--- config.mk ---
export PLATFORM = sky130hd
export DESIGN_NAME = eth_streamtohdr
export DESIGN_NICKNAME = d
export VERILOG_FILES = /design/src/rtl/eth_streamtohdr.sv
export SDC_FILE = /design/constraint.sdc
export NUM_CORES = 1
export LEC_CHECK = 0
export CAP_MARGIN = 5
export CORE_AREA = 3 3 268 270
export DETAILED_ROUTE_END_ITERATION = 12
export DIE_AREA = 0 0 271 273
export SLEW_MARGIN = 10
export SYNTH_ARGS = -nofsm -noshare
export SYNTH_HDL_FRONTEND = slang
export SYNTH_SLANG_ARGS = --single-unit
--- constraint.sdc ---
create_clock -name clk -period 17.7 [get_ports clk]
set_input_delay 4.425 -clock clk [delete_from_list [all_inputs] [get_ports clk]]
set_output_delay 4.425 -clock clk [all_outputs]
set_load 0.05 [all_outputs]
--- src/rtl/eth_streamtohdr.sv ---
// Receive-side Ethernet header stripper: splits a MAC frame stream into a 14-byte header
// channel and a byte-0-aligned payload channel. Define ETH_STREAMTOHDR_TYPE_FILTER_EN to drop non-IPv4/ARP frames.
module eth_streamtohdr #(
  parameter int unsigned DATA_W     = 256,
  parameter int unsigned PADBYTES_W = 5,
  parameter int unsigned MTU_W      = 14,
  parameter int unsigned CNT_W      = 16
) (
  input  logic                  clk,
  input  logic                  rst_n,
  input  logic                  src_eth_streamtohdr_data_val,
  input  logic [DATA_W-1:0]     src_eth_streamtohdr_data,
  input  logic                  src_eth_streamtohdr_startframe,
  input  logic                  src_eth_streamtohdr_endframe,
  input  logic [PADBYTES_W-1:0] src_eth_streamtohdr_padbytes,
  input  logic [MTU_W-1:0]      src_eth_streamtohdr_frame_size,
  output logic                  eth_streamtohdr_src_data_rdy,
  output logic                  eth_streamtohdr_dst_eth_hdr_val,
  output logic [111:0]          eth_streamtohdr_dst_eth_hdr,
  output logic [MTU_W-1:0]      eth_streamtohdr_dst_payload_len,
  input  logic                  dst_eth_streamtohdr_eth_hdr_rdy,
  output logic                  eth_streamtohdr_dst_data_val,
  output logic [DATA_W-1:0]     eth_streamtohdr_dst_data,
  output logic                  eth_streamtohdr_dst_data_last,
  output logic [PADBYTES_W-1:0] eth_streamtohdr_dst_data_padbytes,
  input  logic                  dst_eth_streamtohdr_data_rdy,
  output logic [CNT_W-1:0]      eth_streamtohdr_drop_cnt
);

  localparam int unsigned BYTES   = DATA_W / 8;
  localparam int unsigned HDR_B   = 14;
  localparam int unsigned HDR_W   = 8 * HDR_B;
  localparam int unsigned CARRY_W = DATA_W - HDR_W;
  localparam logic [PADBYTES_W-1:0] CARRY_PAD = PADBYTES_W'(BYTES - HDR_B);
  localparam logic [PADBYTES_W-1:0] HDR_PAD   = PADBYTES_W'(HDR_B);

  typedef enum logic [1:0] {IDLE, PAYLOAD, DRAIN, DROP} state_t;

  state_t                  state;
  logic                    run;
  logic [CARRY_W-1:0]      carry;
  logic [PADBYTES_W-1:0]   drain_pad;
  logic                    out_free;
  logic                    accept;
  logic                    is_runt;
  logic                    type_ok;
  logic                    tail_short;
  logic [HDR_W-1:0]        top_bytes;

  assign out_free   = !eth_streamtohdr_dst_data_val || dst_eth_streamtohdr_data_rdy;
  assign accept     = src_eth_streamtohdr_data_val && eth_streamtohdr_src_data_rdy;
  assign top_bytes  = src_eth_streamtohdr_data[DATA_W-1 -: HDR_W];
  // Endframe beat carrying 14 or fewer valid bytes
  assign tail_short = src_eth_streamtohdr_padbytes >= CARRY_PAD;
  assign is_runt    = src_eth_streamtohdr_endframe && tail_short;

`ifdef ETH_STREAMTOHDR_TYPE_FILTER_EN
  logic [15:0] ethertype;
  assign ethertype = src_eth_streamtohdr_data[DATA_W-97 -: 16];
  assign type_ok   = (ethertype == 16'h0800) || (ethertype == 16'h0806);
`else
  assign type_ok   = 1'b1;
`endif

  // Input ready; held low for the first cycle out of reset
  always_comb begin
    eth_streamtohdr_src_data_rdy = 1'b0;
    if (run) begin
      case (state)
        IDLE:    eth_streamtohdr_src_data_rdy = !eth_streamtohdr_dst_eth_hdr_val;
        PAYLOAD: eth_streamtohdr_src_data_rdy = out_free;
        DRAIN:   eth_streamtohdr_src_data_rdy = 1'b0;
        DROP:    eth_streamtohdr_src_data_rdy = 1'b1;
        default: eth_streamtohdr_src_data_rdy = 1'b0;
      endcase
    end
  end

  always_ff @(posedge clk) begin
    if (!rst_n) begin
      state                           <= IDLE;
      run                             <= 1'b0;
      eth_streamtohdr_dst_eth_hdr_val <= 1'b0;
      eth_streamtohdr_dst_data_val    <= 1'b0;
      eth_streamtohdr_drop_cnt        <= '0;
    end else begin
      run <= 1'b1;
      if (eth_streamtohdr_dst_eth_hdr_val && dst_eth_streamtohdr_eth_hdr_rdy)
        eth_streamtohdr_dst_eth_hdr_val <= 1'b0;
      if (eth_streamtohdr_dst_data_val && dst_eth_streamtohdr_data_rdy)
        eth_streamtohdr_dst_data_val <= 1'b0;

      case (state)
        IDLE: begin
          if (accept && src_eth_streamtohdr_startframe) begin
            if (is_runt || !type_ok) begin
              eth_streamtohdr_drop_cnt <= eth_streamtohdr_drop_cnt + CNT_W'(1);
              if (!src_eth_streamtohdr_endframe)
                state <= DROP;
            end else begin
              eth_streamtohdr_dst_eth_hdr     <= top_bytes;
              eth_streamtohdr_dst_payload_len <= src_eth_streamtohdr_frame_size - MTU_W'(HDR_B);
              eth_streamtohdr_dst_eth_hdr_val <= 1'b1;
              carry     <= src_eth_streamtohdr_data[CARRY_W-1:0];
              drain_pad <= src_eth_streamtohdr_padbytes + HDR_PAD;
              state     <= src_eth_streamtohdr_endframe ? DRAIN : PAYLOAD;
            end
          end
        end

        // Each input beat completes the previous carry into a full output beat
        PAYLOAD: begin
          if (accept) begin
            eth_streamtohdr_dst_data_val <= 1'b1;
            eth_streamtohdr_dst_data     <= {carry, top_bytes};
            carry                        <= src_eth_streamtohdr_data[CARRY_W-1:0];
            eth_streamtohdr_dst_data_last     <= 1'b0;
            eth_streamtohdr_dst_data_padbytes <= '0;
            if (src_eth_streamtohdr_endframe) begin
              if (tail_short) begin
                eth_streamtohdr_dst_data_last     <= 1'b1;
                eth_streamtohdr_dst_data_padbytes <= src_eth_streamtohdr_padbytes - CARRY_PAD;
                state <= IDLE;
              end else begin
                drain_pad <= src_eth_streamtohdr_padbytes + HDR_PAD;
                state     <= DRAIN;
              end
            end
          end
        end

        DRAIN: begin
          if (out_free) begin
            eth_streamtohdr_dst_data_val      <= 1'b1;
            eth_streamtohdr_dst_data          <= {carry, {HDR_W{1'b0}}};
            eth_streamtohdr_dst_data_last     <= 1'b1;
            eth_streamtohdr_dst_data_padbytes <= drain_pad;
            state <= IDLE;
          end
        end

        DROP: begin
          if (accept && src_eth_streamtohdr_endframe)
            state <= IDLE;
        end

        default: state <= IDLE;
      endcase
    end
  end

endmodule

# Word level (Yosys, flattened, before mapping)
# Cells that the tools add are included.
classes:
  n_addsub: 4
  mul: 0
  div_mod_pow: 0
  magnitude_cmp: 1
  eq_ne: 11
  n_shift: 0
  n_mux: 44
  bitwise: 1
  reduce_logical: 18
ops:
  columns: ["op", "count"]
  rows:
  - ["$mux W256", 2]
  - ["$pmux W256 S2", 1]
  - ["$mux W144", 3]
  - ["$pmux W144 S2", 1]
  - ["$mux W5", 9]
  - ["$pmux W5 S2", 2]
  - ["$mux W2", 9]
  - ["$add A16 B1 Y16 const B", 1]
  - ["$ne A2 B2 Y1 const B", 7]
  - ["$sub A14 B4 Y14 const B", 1]
  - ["$mux W1", 13]
  - ["$pmux W2 S4", 1]
  - ["$reduce_and A4 Y1", 2]
  - ["$reduce_and A7 Y1", 1]
  - ["$logic_and A1 B1 Y1", 6]
  - ["$reduce_and A6 Y1", 1]
  - ["$add A5 B4 Y5 const B", 1]
  - ["$ge A5 B5 Y1 const B", 1]
  - ["$reduce_and A5 Y1", 1]
  - ["$sub A5 B5 Y5 const B", 1]
  - ["$eq A2 B2 Y1 const B", 2]
  - ["$pmux W1 S2", 2]
  - ["$pmux W1 S4", 1]
  - ["$reduce_bool A2 Y1", 2]
  - ["7 further kinds", 8]
word_totals:
  register_bits: 558
  latchBits: 0
  ram_bits: 0
  mem_bits_ro: 0
  input_bits: 282
  output_inout_bits: 407
  word_cells: 91
  mem_count: 0

# Logic depth before layout (Yosys ltp)
# Gate-level depths: netlist (run 1).
depth:
  word_depth: 8
  ltp_mapped: 9
  ltp_nobuf: 7

# Worst setup path after synthesis (run 1)
# No wires, ideal clock.
synth_path:
  path_type: "input -> register"
  startpoint: "input port dst_eth_streamtohdr_data_rdy"
  endpoint: "register eth_streamtohdr_dst_data[0] (enable)"
  setup_ns: 0.890
  t_arrival_ns: 15.847
  t_required_ns: 16.810
  setup_slack_ns: 0.963
  stages: 5
  path_buffers: 0
  cell_sequence: "nand2b_1 a211o_1 and4_1 mux2i_1 nor2_1"
synth_via:
  elab_chain_cells: 6
  elab_cells_between_ends: 7
  classes_between: "eq/ne: 2; mux: 2; reduce/logical: 3"
synth_rtl:
  columns: ["item", "line", "rtl"]
  rows:
  - ["start, declared", "26", "input logic dst_eth_streamtohdr_data_rdy,"]
  - ["$logic_or A1 B1 Y1 (*)", "50", "assign out_free = !eth_streamtohdr_dst_data_val || dst_eth_streamtohdr_data_rdy;"]
  - ["$pmux W1 S4", "69", "case (state)"]
  - ["$mux W1", "68", "if (run) begin"]
  - ["$logic_and A1 B1 Y1", "51", "assign accept = src_eth_streamtohdr_data_val && eth_streamtohdr_src_data_rdy;"]
  - ["$ne A2 B2 Y1 (no source line)", null, null]
  - ["$reduce_and A4 Y1 (no source line) (*)", null, null]
  - ["end signal, assigned", "115", "eth_streamtohdr_dst_data <= {carry, top_bytes};"]
  - ["end signal, assigned", "135", "eth_streamtohdr_dst_data <= {carry, {HDR_W{1'b0}}};"]
  - ["end, declared", "23", "output logic [DATA_W-1:0] eth_streamtohdr_dst_data,"]
# Mark *: on every way between the ends. The rest lies on a longest branch, timed or not.
# A chain may end at the register's enable or synchronous reset.

# Worst setup path after layout (run 1)
layout_path:
  startpoint: "input port dst_eth_streamtohdr_data_rdy"
  endpoint: "output port eth_streamtohdr_src_data_rdy"
layout_via:
  elab_chain_cells: 3
layout_rtl:
  columns: ["item", "line", "rtl"]
  rows:
  - ["$logic_or A1 B1 Y1", "50", null]
  - ["$pmux W1 S4", "69", null]
  - ["$mux W1", "68", null]
  - ["end, declared", "17", "output logic eth_streamtohdr_src_data_rdy,"]
# No other way between the ends.

==> metrics.txt, run 1 <==
Post-Syn Nets=between 1000 and 1500; leakage=between 9 and 10 nW; Post-Syn Area per Cell=roughly 21 sq um; Die Area=about 74000 sq um; drt drc=0; Critical Path RT=approximately 13000 ps; R2R setup slack=between 10000 and 15000 ps; Max Fclk=around 0.093 GHz; Peak VDD IR=0.1209 mV; Initial DRC Count=between 500 and 600; first-pass GRT wire length=74310 um; DR vias/cell=slightly above 4; Slew Limit Fails=0; Post-CTS Setup Inserts=0; synth warn=0; Worst Setup End Kind=output pin; period utilization=0.6045; Logic pwr share=0.080; H-tree depth=2; critical path type=input pin to output pin; Nets=approximately 1900; Rows=97; port bufs=~700; startpoint types=input pin; internal power=approximately 2.3 mW; Non-Filler Instances=between 2000 and 3000; slowest stage delay, CP=around 740 ps; Die X=around 270 um; crit path launch=dst_eth_streamtohdr_data_rdy; worst setup margin=about 7000 ps; CP max-delay cell=clkdlybuf4s50_1; Num CTS Buffers=60; Period minus WS final=between 10000 and 15000 ps; RSZ-0062 raised after global routing=no; gr ovfl total=0; synthesized area=between 15000 and 20000 sq um; Critical R2R Launch=state[0]$_SDFFE_PN0P_; CP Depth=5; status=complete, no violations; footprint of the multi-input gates=between 1500 and 2000 sq um; R2R depth=6; final hold vios=0; Net Sw Frac=0.2217; Post-synth ARST share=0; routability cong.=about 0.8; worst setup path endpoint=eth_streamtohdr_src_data_rdy; filler instances=6321; HPWL Detailed=38030 um; Setup violations, final=0; register area share after synthesis=0.8993; Reg clk slew, reported paths=roughly 60 ps; Detail Route Antenna Nets=0; minimum hold slack=414.0 ps; Pwr Density=just over 100 nW/um^2; Area Overhead vs Synth=54.36%; Sequential Power Share=0.510; NetSw=0.6475 mW; fin util=0.4069; layout cells sized above 1=0.06189; Detailed Route WL=just over 50000 um; FF-to-FF End=eth_streamtohdr_dst_data[79]$_SDFFCE_PP0P_; CTS root buf=clkbuf_16; drt pass-1 iters=5; Core Region=69790 sq um; Worst EP arrival=around 6300 ps; largest net degree at the start of global routing=between 80 and 90; post-CTS sizing=0; placed cell count=between 2000 and 2500; crit path cell chain=clkdlybuf4s50_1, nand2b_1, a211o_1, and3_1, clkdlybuf4s50_1; Synth Instances=860; I/O pin count=689; clk sink count=between 500 and 600; FF+latch count, synth=558; # hold bufs at CTS=0; Reg area=roughly 17000 sq um; die height=about 270 um; crit-path max FO=2; clk buf depth=3; clock share of power=0.409; critical path's most frequent cell=clkdlybuf4s50_1; Vias=between 10000 and 15000; vias in the first global route=between 10000 and 15000; Starting Density=0.2636; final setup TNS=0 ps; Synth Flop Type=edfxtp_1; worst path buffer plus inverter count=2; initial antenna violation count=15; GRT Total Usage=0.1349; CTS tree=built; cell family with most CP delay=buffers and inverters; Max-cap violations=0; Post-synth EDFFs=537; clock latency on the worst-skew pair=just over 600 ps; pre-CTS WS=7020 ps; worst hold path class=flip-flop to flip-flop; drt wl/cell=between 20 and 25 um; Yosys cell types=43; clock skew=roughly 22 ps; Tightest Pin Transition=about 1100 ps; Slew HR=0.2630
cells in the final DEF (no fill, tap or decap), types with 3 or more instances in the layout:
cell type | synthesis | layout
xnor2_1 | 8 | 8
edfxtp_1 | 537 | 537
and4_1 | 3 | 3
dfxtp_1 | 21 | 21
nand3_1 | 5 | 5
nand3b_1 | 5 | 5
clkbuf_16 | 0 | 61
clkinv_2 | 0 | 14
nand2_1 | 33 | 33
nor2b_1 | 116 | 116
nor2_1 | 7 | 6
xor2_1 | 13 | 13
mux2i_1 | 3 | 3
inv_1 | 6 | 6
clkinvlp_4 | 0 | 3
bufinv_16 | 0 | 4
buf_4 | 0 | 10
clkbuf_1 | 17 | 11
nor4_1 | 10 | 10
o21ai_0 | 11 | 11
nor3_1 | 7 | 7
o31ai_1 | 3 | 3
clkinv_1 | 0 | 13
diode_2 | 0 | 4
clkdlybuf4s50_1 | 0 | 688
nand4_1 | 4 | 4
nand2b_1 | 5 | 5
a21oi_1 | 4 | 3
ha_1 | 7 | 6
or3_1 | 3 | 3
and2_1 | 8 | 8
kinds of logic (layout without fill, tap and decap cells):
logic type                 count (synthesis)  count (layout)  synth area share
AOI/OAI and AO/OA                         31              31           0.01095
xor gates and xnor gates                  21              21          0.009997
adders and majority gates                  7               7          0.004760
buffers and inverters                     27             815          0.005984
DFF                                      558             558            0.8993
muxes                                      3               3          0.001632
other                                      0               4                 0
and+or+nand+nor                          213             213           0.06733
metal layers:
metal  track usage  vias up  routed length, um
met5             0        -                 66
met4       0.04401       10               1384
met3       0.06690       89               6233
met2        0.2394      551              26530
met1        0.1384     5108              17680
li1              -     4775                  -
through the flow:
stage / power (mW) / cell area, sq um
2_1_floorplan: 1.638 / 18400
6_report: 2.920 / 28400
3_3_place_gp: 1.752 / 26480
3_5_place_dp: 1.755 / 26480
5_1_grt: 3.031 / 28400
4_1_cts: 2.961 / 28390
power by group through the flow:
stage	sequential, mW	clock [mW]	combinational, mW
after floorplan	1.60	0	0.0401
after detailed placement	1.52	0	0.237
final	1.49	1.20	0.235
after global routing	1.49	1.29	0.248
after CTS	1.49	1.23	0.238
after global placement	1.52	0	0.234
synthesized netlist by cell type, types with 5 or more instances:
cell type / number / area, sq um
inv_1: 6 / 22.52
nor2b_1: 116 / 725.7
clkbuf_1: 17 / 63.81
nand3_1: 5 / 25.02
xnor2_1: 8 / 70.07
nand2b_1: 5 / 31.28
nor4_1: 10 / 62.56
and2_1: 8 / 50.05
nor3_1: 7 / 35.03
ha_1: 7 / 87.58
nand3b_1: 5 / 37.54
o21ai_0: 11 / 55.05
nor2_1: 7 / 26.28
nand2_1: 33 / 123.9
xor2_1: 13 / 113.9
dfxtp_1: 21 / 420.4
edfxtp_1: 537 / 16130
cell type report:
class                      instances  area share
sequential                       558      0.5826
timing repair buffer             698      0.2451
multi-input combinational        275     0.06261
clock buffer                      72     0.05521
tap                              940     0.04142
clock inverter                    39     0.01185
inverter                           6   0.0007931
antenna                            4   0.0003525
state kept, by name, summed over array words and instances (netlist names):
register                           count
carry                                144
drain_pad                              5
eth_streamtohdr_drop_cnt              16
eth_streamtohdr_dst_data             256
eth_streamtohdr_dst_data_last          1
eth_streamtohdr_dst_data_padbytes      5
eth_streamtohdr_dst_data_val           1
eth_streamtohdr_dst_eth_hdr          112
eth_streamtohdr_dst_eth_hdr_val        1
eth_streamtohdr_dst_payload_len       14
run                                    1
state                                  2
worst min-delay path by stage:
stage | slack [ps] | start | endpoint | cells past startpoint
floorplan | 400 | carry[0]$_DFFE_PP_ | eth_streamtohdr_dst_data[112]$_DFFE_PP_ | 0
global placement | 400 | carry[24]$_DFFE_PP_ | eth_streamtohdr_dst_data[136]$_DFFE_PP_ | 0
detailed placement | 400 | carry[0]$_DFFE_PP_ | eth_streamtohdr_dst_data[112]$_DFFE_PP_ | 0
CTS | 420 | carry[57]$_DFFE_PP_ | eth_streamtohdr_dst_data[169]$_DFFE_PP_ | 0
global route | 420 | carry[57]$_DFFE_PP_ | eth_streamtohdr_dst_data[169]$_DFFE_PP_ | 0
finish | 410 | carry[105]$_DFFE_PP_ | eth_streamtohdr_dst_data[217]$_DFFE_PP_ | 0
No activity file was read; power rests on OpenSTA's default activity.
==> run 2: changes to the inputs <==
--- a/config.mk
+++ b/config.mk
@@ -6,9 +6,9 @@
 export NUM_CORES = 1
 export LEC_CHECK = 0
 export CAP_MARGIN = 5
-export CORE_AREA = 3 3 268 270
+export CORE_AREA = 3 3 264 266
 export DETAILED_ROUTE_END_ITERATION = 12
-export DIE_AREA = 0 0 271 273
+export DIE_AREA = 0 0 267 269
 export SLEW_MARGIN = 10
 export SYNTH_ARGS = -nofsm -noshare
 export SYNTH_HDL_FRONTEND = slang
==> constraint.sdc (replaced) <==
create_clock -name clk -period 10.3 [get_ports clk]
set_input_delay 2.575 -clock clk [delete_from_list [all_inputs] [get_ports clk]]
set_output_delay 2.575 -clock clk [all_outputs]
set_load 0.05 [all_outputs]
==> metrics.txt, run 2 (synthesis gave the netlist of run 1 again) <==
status=complete, no violations (unchanged); clock share of power=0.407 (was 0.409); CP max-delay cell=clkdlybuf4s50_1 (unchanged); met3 Use GR=0.07136 (was 0.06690); Worst Setup End Kind=output pin (unchanged); Sequential Power Share=0.512 (was 0.510); Die Area=71820 sq um (was 73980 sq um); crit path cell chain=clkdlybuf4s50_1, nand2b_1, a211o_1, and3_1, clkdlybuf4s50_1 (unchanged); first-pass GRT wire length=76430 um (was 74310 um); I/O pin count=689 (unchanged); pre-CTS WS=3376 ps (was 7020 ps); worst path buffer plus inverter count=2 (unchanged); clk buf depth=3 (unchanged); die height=269 um (was 273 um); CTS tree=built (unchanged); Logic pwr share=0.081 (was 0.080); clock skew=15.41 ps (was 22.29 ps); DR vias/cell=4.170 (was 4.064); Rows=95 (was 97); final setup TNS=0 ps (unchanged); layout cells sized above 1=0.05620 (was 0.06189); gr ovfl total=0 (unchanged); Post-CTS Setup Inserts=0 (unchanged); CTS root buf=clkbuf_16 (unchanged); Vias=10476 (was 10533); vias in the first global route=10987 (was 11169); filler instances=5917 (was 6321); # hold bufs at CTS=0 (unchanged); GR peak layer=met2 (unchanged); Net Sw Frac=0.2209 (was 0.2217); H-tree depth=2 (unchanged); Peak VDD IR=0.1399 mV (was 0.1209 mV); crit path launch=dst_eth_streamtohdr_data_rdy (unchanged); Nets=1883 (was 1888); Num CTS Buffers=58 (was 60); final hold vios=0 (unchanged); internal power=3.898 mW (was 2.273 mW); Area Overhead vs Synth=53.55% (was 54.36%); Hold Crit Start=carry[81]$_DFFE_PP_ (was carry[105]$_DFFE_PP_); slowest stage delay, CP=710 ps (was 740 ps); Critical Path RT=7730 ps (was 13280 ps); Core Region=67280 sq um (was 69790 sq um); cell family with most CP delay=buffers and inverters (unchanged); worst hold path class=flip-flop to flip-flop (unchanged); Largest register FFs=256 (unchanged); biggest registers after layout=eth_streamtohdr_dst_data (256), carry (144), eth_streamtohdr_dst_eth_hdr (112) (unchanged); most frequent cells in the layout=688 x clkdlybuf4s50_1, 537 x edfxtp_1, 116 x nor2b_1 (unchanged); drt pass-1 iters=5 (unchanged); critical path's most frequent cell=clkdlybuf4s50_1 (unchanged); routability cong.=0.8823 (was 0.8091); HPWL Detailed=42010 um (was 38030 um); Top reg by flops=eth_streamtohdr_dst_data (unchanged); Setup violations, final=0 (unchanged); NetSw=1.105 mW (was 0.6475 mW); worst setup margin=3360 ps (was 7000 ps); initial antenna violation count=18 (was 15); Detailed Route WL=56100 um (was 51900 um); drt wl/cell=22.33 um (was 20.02 um); post-CTS sizing=0 (unchanged); Max-cap violations=0 (unchanged); Die X=267 um (was 271 um); Reg area=16550 sq um (unchanged); RSZ-0062 raised after global routing=no (unchanged); Detail Route Antenna Nets=0 (unchanged); leakage=9.346 nW (was 9.388 nW); port bufs=688 (unchanged); Slew Limit Fails=0 (unchanged); Slew HR=0.2454 (was 0.2630); Worst EP arrival=4360 ps (was 6270 ps); largest net degree at the start of global routing=145 (was 82); startpoint types=input pin (unchanged); Critical R2R Launch=state[0]$_SDFFE_PN0P_ (unchanged); Tightest Pin Transition=1132 ps (was 1106 ps); Period minus WS final=between 6000 and 7000 ps; period utilization=0.6738; drt drc=0 (unchanged); Starting Density=0.2735 (was 0.2636); Pwr Density=177.1 nW/um^2 (was 102.8 nW/um^2); Max Fclk=around 0.14 GHz; crit-path max FO=2 (unchanged); GRT Total Usage=0.1479 (was 0.1349); met1 Usage GRT=0.1527 (was 0.1384); clock latency on the worst-skew pair=600 ps (was 620 ps); Initial DRC Count=647 (was 508); critical path type=input pin to output pin (unchanged); commonest non-fill, non-tap cell in the layout=clkdlybuf4s50_1 (unchanged); Reg clk slew, reported paths=70 ps (was 60 ps); routing usage on met2=0.2723 (was 0.2394); footprint of the multi-input gates=1778 sq um (unchanged); clk sink count=558 (unchanged)
-- run 2: worst reg2reg max path, delay by kind of cell, from the launching register on --
family | cells | cell delay [ps]
flops | 1 | 340
simple gates | 1 | 170
fa+ha+maj | 1 | 670
buf+inv | 3 | 1670
mux | 1 | 260
-- run 2: path summary, 6_finish.rpt --
| kind | endpoint | slack (ps) | cells after the start |
|---|---|---|---|
| setup / recovery | eth_streamtohdr_src_data_rdy | 3360 | 5 |
| hold / removal | eth_streamtohdr_dst_data[193]$_DFFE_PP_ | 410 | 0 |
| setup reg to reg | eth_streamtohdr_dst_data[8]$_SDFFCE_PP0P_ | 6770 | 6 |
| hold reg to reg | eth_streamtohdr_dst_data[193]$_DFFE_PP_ | 410 | 0 |
-- run 2: power groups by stage --
stage	Sequential, mW	Combinational [mW]	Clock, mW
6_report	2.56	0.406	2.03
2_1_floorplan	2.73	0.0696	0
3_5_place_dp	2.61	0.410	0
3_3_place_gp	2.61	0.406	0
5_1_grt	2.56	0.428	2.19
4_1_cts	2.56	0.412	2.10
-- run 2: layout make-up --
class / count / area share
sequential: 558 / 0.5857
clock buffer: 65 / 0.05231
timing repair buffer: 695 / 0.2465
multi-input combinational: 275 / 0.06294
clock inverter: 38 / 0.01289
tap: 873 / 0.03867
antenna: 2 / 0.0001772
inverter: 6 / 0.0007972
-- run 2: per-layer routing --
metal / routed length (um) / vias to the layer above / share of wire
li1: - / 4755 / -
met1: 19280 / 5083 / 0.34
met2: 29210 / 540 / 0.52
met3: 6586 / 94 / 0.12
met4: 998 / 4 / 0.018
met5: 27 / - / 0.00048
-- run 2: metrics by stage --
| step | util | instance area (sq um) | hold WS (ps) | instances | total power, mW |
|---|---|---|---|---|---|
| 3_3_place_gp | 0.3924 | 26400 | 400.3 | 2407 | 3.014 |
| 6_report | 0.4199 | 28250 | 407.1 | 2512 | 5.003 |
| 4_1_cts | 0.4198 | 28240 | 405.7 | 2510 | 5.075 |
| 2_1_floorplan | - | 18410 | 400.3 | 860 | 2.802 |
| 3_5_place_dp | 0.3924 | 26400 | 404.5 | 2407 | 3.020 |
| 5_1_grt | 0.4198 | 28240 | 420.2 | 2510 | 5.179 |
